[src/rtl/fmul_pkg.sv]
// fmul_pkg: shared flag indices, operand classes and format helpers for fmul_pipe
package fmul_pkg;
  localparam int FLAG_NV = 3;
  localparam int FLAG_OF = 2;
  localparam int FLAG_UF = 1;
  localparam int FLAG_NX = 0;
  typedef enum logic [2:0] {ZERO, NORM, INF, QNAN, SNAN} cls_e;
  function automatic int bias(int exp_w);
    return (1 << (exp_w - 1)) - 1;
  endfunction
  function automatic logic [63:0] qnan(int exp_w, int man_w);
    return (((64'd1 << exp_w) - 64'd1) << man_w) | (64'd1 << (man_w - 1));
  endfunction
endpackage

[src/rtl/fmul_if.sv]
// fmul_if: operand/result valid-ready bundle between a producer/consumer and fmul_pipe
interface fmul_if #(
  parameter int EXP_W = 8,
  parameter int MAN_W = 23,
  parameter int TAG_W = 4
);
  localparam int W = 1 + EXP_W + MAN_W;
  logic [W-1:0] a_i, b_i, c_o;
  logic [TAG_W-1:0] tag_i, tag_o;
  logic [3:0] flags_o;
  logic in_valid_i, in_ready_o, out_valid_o, out_ready_i;
  modport slave (
    input  a_i, b_i, tag_i, in_valid_i, out_ready_i,
    output in_ready_o, c_o, flags_o, tag_o, out_valid_o
  );
  modport master (
    output a_i, b_i, tag_i, in_valid_i, out_ready_i,
    input  in_ready_o, c_o, flags_o, tag_o, out_valid_o
  );
endinterface

[src/rtl/fmul_round.sv]
// fmul_round: normalise, round-to-nearest-even, range check, pack and flag the raw product
module fmul_round
  import fmul_pkg::*;
#(
  parameter int EXP_W = 8,
  parameter int MAN_W = 23
) (
  input  logic                     sign_i,
  input  logic                     nan_i,
  input  logic                     nv_i,
  input  logic                     inf_i,
  input  logic                     zero_i,
  input  logic signed [EXP_W+1:0]  exp_i,
  input  logic [2*MAN_W+1:0]       prod_i,
  output logic [EXP_W+MAN_W:0]     c_o,
  output logic [3:0]               flags_o
);
  localparam int W = 1 + EXP_W + MAN_W;
  localparam int EW = EXP_W + 2;
  localparam int PW = 2 * MAN_W + 2;
  localparam logic [W-1:0] QN = W'(qnan(EXP_W, MAN_W));
  localparam logic signed [EW-1:0] EMAX = EW'((1 << EXP_W) - 1);
  logic [PW-1:0] norm;
  logic [MAN_W:0] mant;
  logic [MAN_W+1:0] rnd;
  logic g, r, st, inx, inc;
  logic signed [EW-1:0] e;
  always_comb begin
    norm = prod_i[PW-1] ? prod_i : prod_i << 1;
    mant = norm[PW-1 -: MAN_W+1];
    g = norm[PW-MAN_W-2];
    r = norm[PW-MAN_W-3];
    st = |norm[PW-MAN_W-4:0];
    inx = g | r | st;
    inc = g & (r | st | mant[0]);
    rnd = {1'b0, mant} + (MAN_W+2)'(inc);
    // a rounding carry leaves the stored field all-zero, so only the exponent moves
    e = exp_i + $signed(EW'(prod_i[PW-1])) + $signed(EW'(rnd[MAN_W+1]));
    flags_o = '0;
    c_o = {sign_i, e[EXP_W-1:0], rnd[MAN_W-1:0]};
    if (nan_i) begin
      c_o = QN;
      flags_o[FLAG_NV] = nv_i;
    end else if (inf_i) begin
      c_o = {sign_i, {EXP_W{1'b1}}, {MAN_W{1'b0}}};
    end else if (zero_i) begin
      c_o = {sign_i, {(W-1){1'b0}}};
    end else if (e >= EMAX) begin
      c_o = {sign_i, {EXP_W{1'b1}}, {MAN_W{1'b0}}};
      flags_o[FLAG_OF] = 1'b1;
      flags_o[FLAG_NX] = 1'b1;
    end else if (e <= 0) begin
      c_o = {sign_i, {(W-1){1'b0}}};
      flags_o[FLAG_UF] = 1'b1;
      flags_o[FLAG_NX] = 1'b1;
    end else begin
      flags_o[FLAG_NX] = inx;
    end
  end
endmodule

[src/rtl/fmul_pipe.sv]
// fmul_pipe: three-stage floating-point multiplier with valid/ready flow control and tags
module fmul_pipe
  import fmul_pkg::*;
#(
  parameter int EXP_W = 8,
  parameter int MAN_W = 23,
  parameter int TAG_W = 4
) (
  input logic   clk_i,
  input logic   rst_i,
  fmul_if.slave bus
);
  localparam int W = 1 + EXP_W + MAN_W;
  localparam int EW = EXP_W + 2;
  localparam int MW = MAN_W + 1;
  localparam logic signed [EW-1:0] BIAS_S = EW'(bias(EXP_W));
  logic adv;
  logic s1_v_q, s1_s_q, s1_s_d;
  logic [TAG_W-1:0] s1_tag_q, s2_tag_q, tag_q;
  cls_e s1_ca_q, s1_cb_q, s1_ca_d, s1_cb_d;
  logic signed [EW-1:0] s1_e_q, s1_e_d, s2_e_q;
  logic [MW-1:0] s1_ma_q, s1_mb_q;
  logic s2_v_q, s2_s_q, s2_nan_q, s2_nv_q, s2_inf_q, s2_zero_q;
  logic s2_nan_d, s2_nv_d, s2_inf_d, s2_zero_d;
  logic [2*MW-1:0] s2_p_q, s2_p_d;
  logic [W-1:0] c_q, c_d;
  logic [3:0] flags_q, flags_d;
  logic ov_q;
  // subnormals classify as ZERO, which is how they get flushed
  function automatic cls_e classify(logic [W-1:0] x);
    return ~|x[W-2 -: EXP_W] ? ZERO : ~&x[W-2 -: EXP_W] ? NORM :
           ~|x[MAN_W-1:0] ? INF : x[MAN_W-1] ? QNAN : SNAN;
  endfunction
  assign adv = !ov_q || bus.out_ready_i;
  always_comb begin
    s1_ca_d = classify(bus.a_i);
    s1_cb_d = classify(bus.b_i);
    s1_s_d = bus.a_i[W-1] ^ bus.b_i[W-1];
    s1_e_d = $signed(EW'(bus.a_i[W-2 -: EXP_W])) + $signed(EW'(bus.b_i[W-2 -: EXP_W])) - BIAS_S;
  end
  always_comb begin
    s2_inf_d = s1_ca_q == INF || s1_cb_q == INF;
    s2_zero_d = s1_ca_q == ZERO || s1_cb_q == ZERO;
    s2_nv_d = s1_ca_q == SNAN || s1_cb_q == SNAN || (s2_inf_d && s2_zero_d);
    s2_nan_d = s2_nv_d || s1_ca_q == QNAN || s1_cb_q == QNAN;
    s2_p_d = (2*MW)'(s1_ma_q) * (2*MW)'(s1_mb_q);
  end
  fmul_round #(.EXP_W(EXP_W), .MAN_W(MAN_W)) u_round (
    .sign_i(s2_s_q), .nan_i(s2_nan_q), .nv_i(s2_nv_q), .inf_i(s2_inf_q), .zero_i(s2_zero_q),
    .exp_i(s2_e_q), .prod_i(s2_p_q), .c_o(c_d), .flags_o(flags_d)
  );
  always_ff @(posedge clk_i or posedge rst_i) begin
    if (rst_i) begin
      s1_v_q <= 1'b0;
      s1_s_q <= 1'b0;
      s1_tag_q <= '0;
      s1_ca_q <= ZERO;
      s1_cb_q <= ZERO;
      s1_e_q <= '0;
      s1_ma_q <= '0;
      s1_mb_q <= '0;
      s2_v_q <= 1'b0;
      s2_s_q <= 1'b0;
      s2_tag_q <= '0;
      s2_nan_q <= 1'b0;
      s2_nv_q <= 1'b0;
      s2_inf_q <= 1'b0;
      s2_zero_q <= 1'b0;
      s2_e_q <= '0;
      s2_p_q <= '0;
      ov_q <= 1'b0;
      c_q <= '0;
      flags_q <= '0;
      tag_q <= '0;
    end else if (adv) begin
      s1_v_q <= bus.in_valid_i;
      s1_s_q <= s1_s_d;
      s1_tag_q <= bus.tag_i;
      s1_ca_q <= s1_ca_d;
      s1_cb_q <= s1_cb_d;
      s1_e_q <= s1_e_d;
      s1_ma_q <= {1'b1, bus.a_i[MAN_W-1:0]};
      s1_mb_q <= {1'b1, bus.b_i[MAN_W-1:0]};
      s2_v_q <= s1_v_q;
      s2_s_q <= s1_s_q;
      s2_tag_q <= s1_tag_q;
      s2_nan_q <= s2_nan_d;
      s2_nv_q <= s2_nv_d;
      s2_inf_q <= s2_inf_d;
      s2_zero_q <= s2_zero_d;
      s2_e_q <= s1_e_q;
      s2_p_q <= s2_p_d;
      ov_q <= s2_v_q;
      c_q <= c_d;
      flags_q <= flags_d;
      tag_q <= s2_tag_q;
    end
  end
  assign bus.in_ready_o = adv;
  assign bus.out_valid_o = ov_q;
  assign bus.c_o = c_q;
  assign bus.flags_o = flags_q;
  assign bus.tag_o = tag_q;
endmodule

[src/flat_wrapper.sv]
// flat-port wrapper written by rule: the top's interface ports become plain ports
module fmul_pipe_flat import fmul_pkg::*;
#(
  parameter int EXP_W = 8,
  parameter int MAN_W = 23,
  parameter int TAG_W = 4
)
  (clk_i, rst_i, bus_a_i, bus_b_i, bus_tag_i, bus_in_valid_i, bus_out_ready_i, bus_in_ready_o, bus_c_o, bus_flags_o, bus_tag_o, bus_out_valid_o);
  fmul_if #(.EXP_W(EXP_W), .MAN_W(MAN_W), .TAG_W(TAG_W)) bus_i ();
  input logic clk_i;
  input logic rst_i;
  input wire logic [$bits(bus_i.a_i)-1:0] bus_a_i;
  input wire logic [$bits(bus_i.b_i)-1:0] bus_b_i;
  input wire logic [$bits(bus_i.tag_i)-1:0] bus_tag_i;
  input wire logic [$bits(bus_i.in_valid_i)-1:0] bus_in_valid_i;
  input wire logic [$bits(bus_i.out_ready_i)-1:0] bus_out_ready_i;
  output wire logic [$bits(bus_i.in_ready_o)-1:0] bus_in_ready_o;
  output wire logic [$bits(bus_i.c_o)-1:0] bus_c_o;
  output wire logic [$bits(bus_i.flags_o)-1:0] bus_flags_o;
  output wire logic [$bits(bus_i.tag_o)-1:0] bus_tag_o;
  output wire logic [$bits(bus_i.out_valid_o)-1:0] bus_out_valid_o;
  assign bus_i.a_i = bus_a_i;
  assign bus_i.b_i = bus_b_i;
  assign bus_i.tag_i = bus_tag_i;
  assign bus_i.in_valid_i = bus_in_valid_i;
  assign bus_i.out_ready_i = bus_out_ready_i;
  assign bus_in_ready_o = bus_i.in_ready_o;
  assign bus_c_o = bus_i.c_o;
  assign bus_flags_o = bus_i.flags_o;
  assign bus_tag_o = bus_i.tag_o;
  assign bus_out_valid_o = bus_i.out_valid_o;
  fmul_pipe #(.EXP_W(EXP_W), .MAN_W(MAN_W), .TAG_W(TAG_W)) u_core (.clk_i(clk_i), .rst_i(rst_i), .bus(bus_i));
endmodule
[config.mk]
export PLATFORM = sky130hd
export DESIGN_NAME = fmul_pipe_flat
export DESIGN_NICKNAME = d
export VERILOG_FILES = /design/src/rtl/fmul_pkg.sv /design/src/rtl/fmul_if.sv /design/src/rtl/fmul_round.sv /design/src/rtl/fmul_pipe.sv /design/src/flat_wrapper.sv
export SDC_FILE = /design/constraint.sdc
export NUM_CORES = 2
export LEC_CHECK = 0
export ABC_AREA = 1
export CORE_ASPECT_RATIO = 1.1
export CORE_MARGIN = 1
export CORE_UTILIZATION = 35
export CTS_CLUSTER_DIAMETER = 100
export DETAILED_ROUTE_END_ITERATION = 8
export SETUP_SLACK_MARGIN = 0.5
export SLEW_MARGIN = 25
export SYNTH_ARGS = -nofsm -noshare
export SYNTH_HDL_FRONTEND = slang
export SYNTH_SLANG_ARGS = --single-unit
[constraint.sdc]
create_clock -name clk_i -period 19.15 [get_ports clk_i]
set_input_delay 1.915 -clock clk_i [delete_from_list [all_inputs] [get_ports clk_i]]
set_output_delay 1.915 -clock clk_i [all_outputs]
set_load 0.05 [all_outputs]
==> impl_results.md <==
- Status: finished, final reports clean
- Syn avg cell area: approximately 7.5 µm²
- Placer Congestion: ~0.95
- Slew at the pin closest to its max-slew limit: about 1.0 ns
- Most used DFF post-synth: dfrtp_1
- Setup TNS: 0 ns
- Post-synth EDFFs: 0
- Fin crit share: 0.3693
- First-pass GRT wire length: around 130,000 µm
- Post-CTS Setup Inserts: 0
- Vias/cell: ~4.7
- Crit start category: flip-flop
- CP arrival: between 7 and 8 ns
- Commonest cells in the netlist: 1,190 x nand2_1, 1,000 x inv_1, 484 x fa_1, 185 x ha_1, 178 x dfrtp_1
- Clk_skew: 0.01582 ns
- Cts bufs inserted: 17
- Unrepaired setup endpoints after global routing: false
- Initial Util: 0.3557
- Pin count of the biggest net entering global routing: ~170
- Gr usage total: 0.2056
- Max transition margin: 0.2950
- Max Clock Freq: roughly 140 MHz
- Largest delay contributor family on the critical path: adder cells
- Wire per inst: roughly 16 µm
- Via count: approximately 23,000
- WP data required: around 20 ns
- Slowest stage delay, CP: about 0.99 ns
- CTS tree: yes
- Final hold vios: 0
- CP Buf/Inv Count: 3
- Antenna violations before repair: 2
- CP endpoint kind: flip-flop
- Final setup fails: 0
- Number of remaining DRC errors: 0
- Top post-synthesis cells by area: fa_1 34%, nand2_1 16%, dfrtp_1 15%, inv_1 13%, ha_1 8.0%
- CORE AREA: roughly 80,000 µm²
- Net Count, Synth: roughly 4,600
- Crit-path cells: nand2_1, fa_1, inv_1, fa_1, fa_1, fa_1, fa_1, fa_1, inv_1, fa_1, inv_1, ha_1, a21oi_1, o21ai_0, a21oi_1, o21ai_0, nand2_1, nand4_1, nand3_1, nand2_1
- Final Slew Violations: 0
- Post-CTS resize count: 0
- Crit path time final: slightly above 7 ns
- Area delta synth->final: 9.112%
- Dpl ws: 12.17 ns
- Hold WC Path Type: flip-flop to flip-flop
- Layout cells sized above 1: 0.02664
- Async S/R FF share, synth: 1.000
- Count leader, synth: nand2_1
- WL final: 81,030 µm
- DRT antenna net count: 0
- Leading area contributor after synthesis: fa_1
- Pre-antenna DRT Iters: 6
- Row cnt: 109
- Worst-Skew Late Latency: around 0.47 ns
- Clk root buf: clkbuf_16
- Synth top area share: 0.3368
- Final HPWL from detailed placement: about 67,000 µm
- Clock Sink Count: 178
- N_diodes: 0
- Cells after Synth: between 3,000 and 4,000
- WS Path Type: flip-flop to flip-flop
- H-Tree Depth: 4
- # placed instances: 4,889
- Post-synthesis register bit count: between 150 and 200
- # hold bufs at CTS: 0
- Final setup margin: between 10 and 15 ns
- Vias in the first global route: 24,739
- Mapped cell area: around 29,000 µm²
- Initial DRC Count: approximately 1,600
- Crit-path most repeated cell: fa_1
- CP max stage cell: dfrtp_1
- Count of different cell masters after synthesis: 40
- Die Footprint: around 83,000 µm²
- Crit-path max FO: 25
- Die height: 302.7 µm
- Clock buffer depth: 2
- Clock transition at path regs: about 0.08 ns
- Die width: 275.3 µm
- Grt total ovfl: 0
- Sequential area share after synthesis: 0.1548
- PortBufs: 113
- IO Pins: between 100 and 150
- MaxCap Viol Count: 0
- Post-Layout Cell Count: between 4,000 and 5,000
- Yosys warns: 0
- Final #Nets: between 4,000 and 5,000
[worst reg2reg max path: stages (launching register included)]
cell and delay (ns):
dfrtp_1 0.99, nand2_1 0.21, fa_1 0.57, inv_1 0.05, fa_1 0.48, fa_1 0.56, fa_1 0.46, fa_1 0.52
fa_1 0.51, inv_1 0.05, fa_1 0.49, inv_1 0.05, ha_1 0.34, a21oi_1 0.33, o21ai_0 0.22, a21oi_1 0.35
o21ai_0 0.21, nand2_1 0.18, nand4_1 0.11, nand3_1 0.17, nand2_1 0.07
[worst paths after layout]
path / from / endpoint / slack, ns / cells past startpoint
worst max-delay path: u_core.s1_ma_q[12]$_DFFE_PP0P_ / u_core.s2_p_q[46]$_DFFE_PP0P_ / 12.08 / 20
worst min-delay path: u_core.s2_v_q$_DFFE_PP0P_ / u_core.bus.out_valid_o$_DFFE_PP0P_ / 0.45 / 2
worst max register to register: u_core.s1_ma_q[12]$_DFFE_PP0P_ / u_core.s2_p_q[46]$_DFFE_PP0P_ / 12.08 / 20
worst min register to register: u_core.s2_v_q$_DFFE_PP0P_ / u_core.bus.out_valid_o$_DFFE_PP0P_ / 0.45 / 2
max in group asynchronous: rst_i / u_core.s1_ma_q[18]$_DFFE_PP0P_ / 15.70 / 3
min in group asynchronous: rst_i / u_core.s1_e_q[8]$_DFFE_PP0P_ / 2.01 / 2
[stage by stage]
stage	utilization	hold slack, ns	instance area, µm²
finish	0.3881	0.4494	31390
global route	0.3881	0.4792	31390
CTS	0.3881	0.4544	31390
detailed placement	0.3817	0.4362	30870
global placement	0.3817	0.4394	30870
floorplan	-	0.4198	28770
[kinds of logic (layout without fill, tap and decap cells)]
group                    after synthesis  count (layout)  share of synthesized area
buffers and inverters               1187            1194                     0.1559
XOR/XNOR                              32              32                   0.009743
AND/OR/NAND/NOR                     1531            1531                     0.2133
AO/OA/AOI/OAI                        263             263                    0.04885
adder cells (fa/ha/maj)              669             669                     0.4173
flip-flops                           178             178                     0.1548
[sequential cells by signal (all words and copies together) (netlist names)]
register                count
u_core.bus.c_o             32
u_core.bus.flags_o          4
u_core.bus.out_valid_o      1
u_core.bus.tag_o            4
u_core.s1_ca_q              3
u_core.s1_cb_q              3
u_core.s1_e_q              10
u_core.s1_ma_q             23
u_core.s1_mb_q             24
u_core.s1_s_q               1
u_core.s1_tag_q             4
u_core.s1_v_q               1
u_core.s2_e_q              10
u_core.s2_inf_q             1
u_core.s2_nan_q             1
u_core.s2_nv_q              1
u_core.s2_p_q              48
u_core.s2_s_q               1
u_core.s2_tag_q             4
u_core.s2_v_q               1
u_core.s2_zero_q            1
[area by class of cell]
cell class,instances,area [µm²]
multi-input combinational,2495,19830
timing repair buffer,158,1481
clock buffer,21,440.4
clock inverter,11,80.08
inverter,1004,3779
sequential,178,4454
tap,1054,1319
fill,8423,49490
[layout by cell type (no fill, tap or decap), types with 5 or more instances in the layout]
cell type and n:
a21oi_1 80, buf_4 44, clkbuf_16 17, clkdlybuf4s50_1 113
dfrtp_1 178, fa_1 484, ha_1 185, inv_1 999
nand2_1 1190, nand2_2 5, nand3_1 103, nand3b_1 6
nand4_1 44, nor2_1 139, nor3_1 13, nor4_1 12
o21a_1 12, o21ai_0 128, o21ai_1 20, o21bai_1 5
or2_2 8, xnor2_1 7, xor2_1 25
[layer usage]
metal,GRT usage,vias to the layer above,wire length (µm)
li1,-,11150,-
met1,0.2827,11514,36550
met2,0.3518,541,39370
met3,0.01979,67,3856
met4,0.04130,4,1219
met5,0,-,31
Power is left out: the tool's default activity adds up to more than one toggle a clock period on the data nets, which glitch-free logic cannot reach.
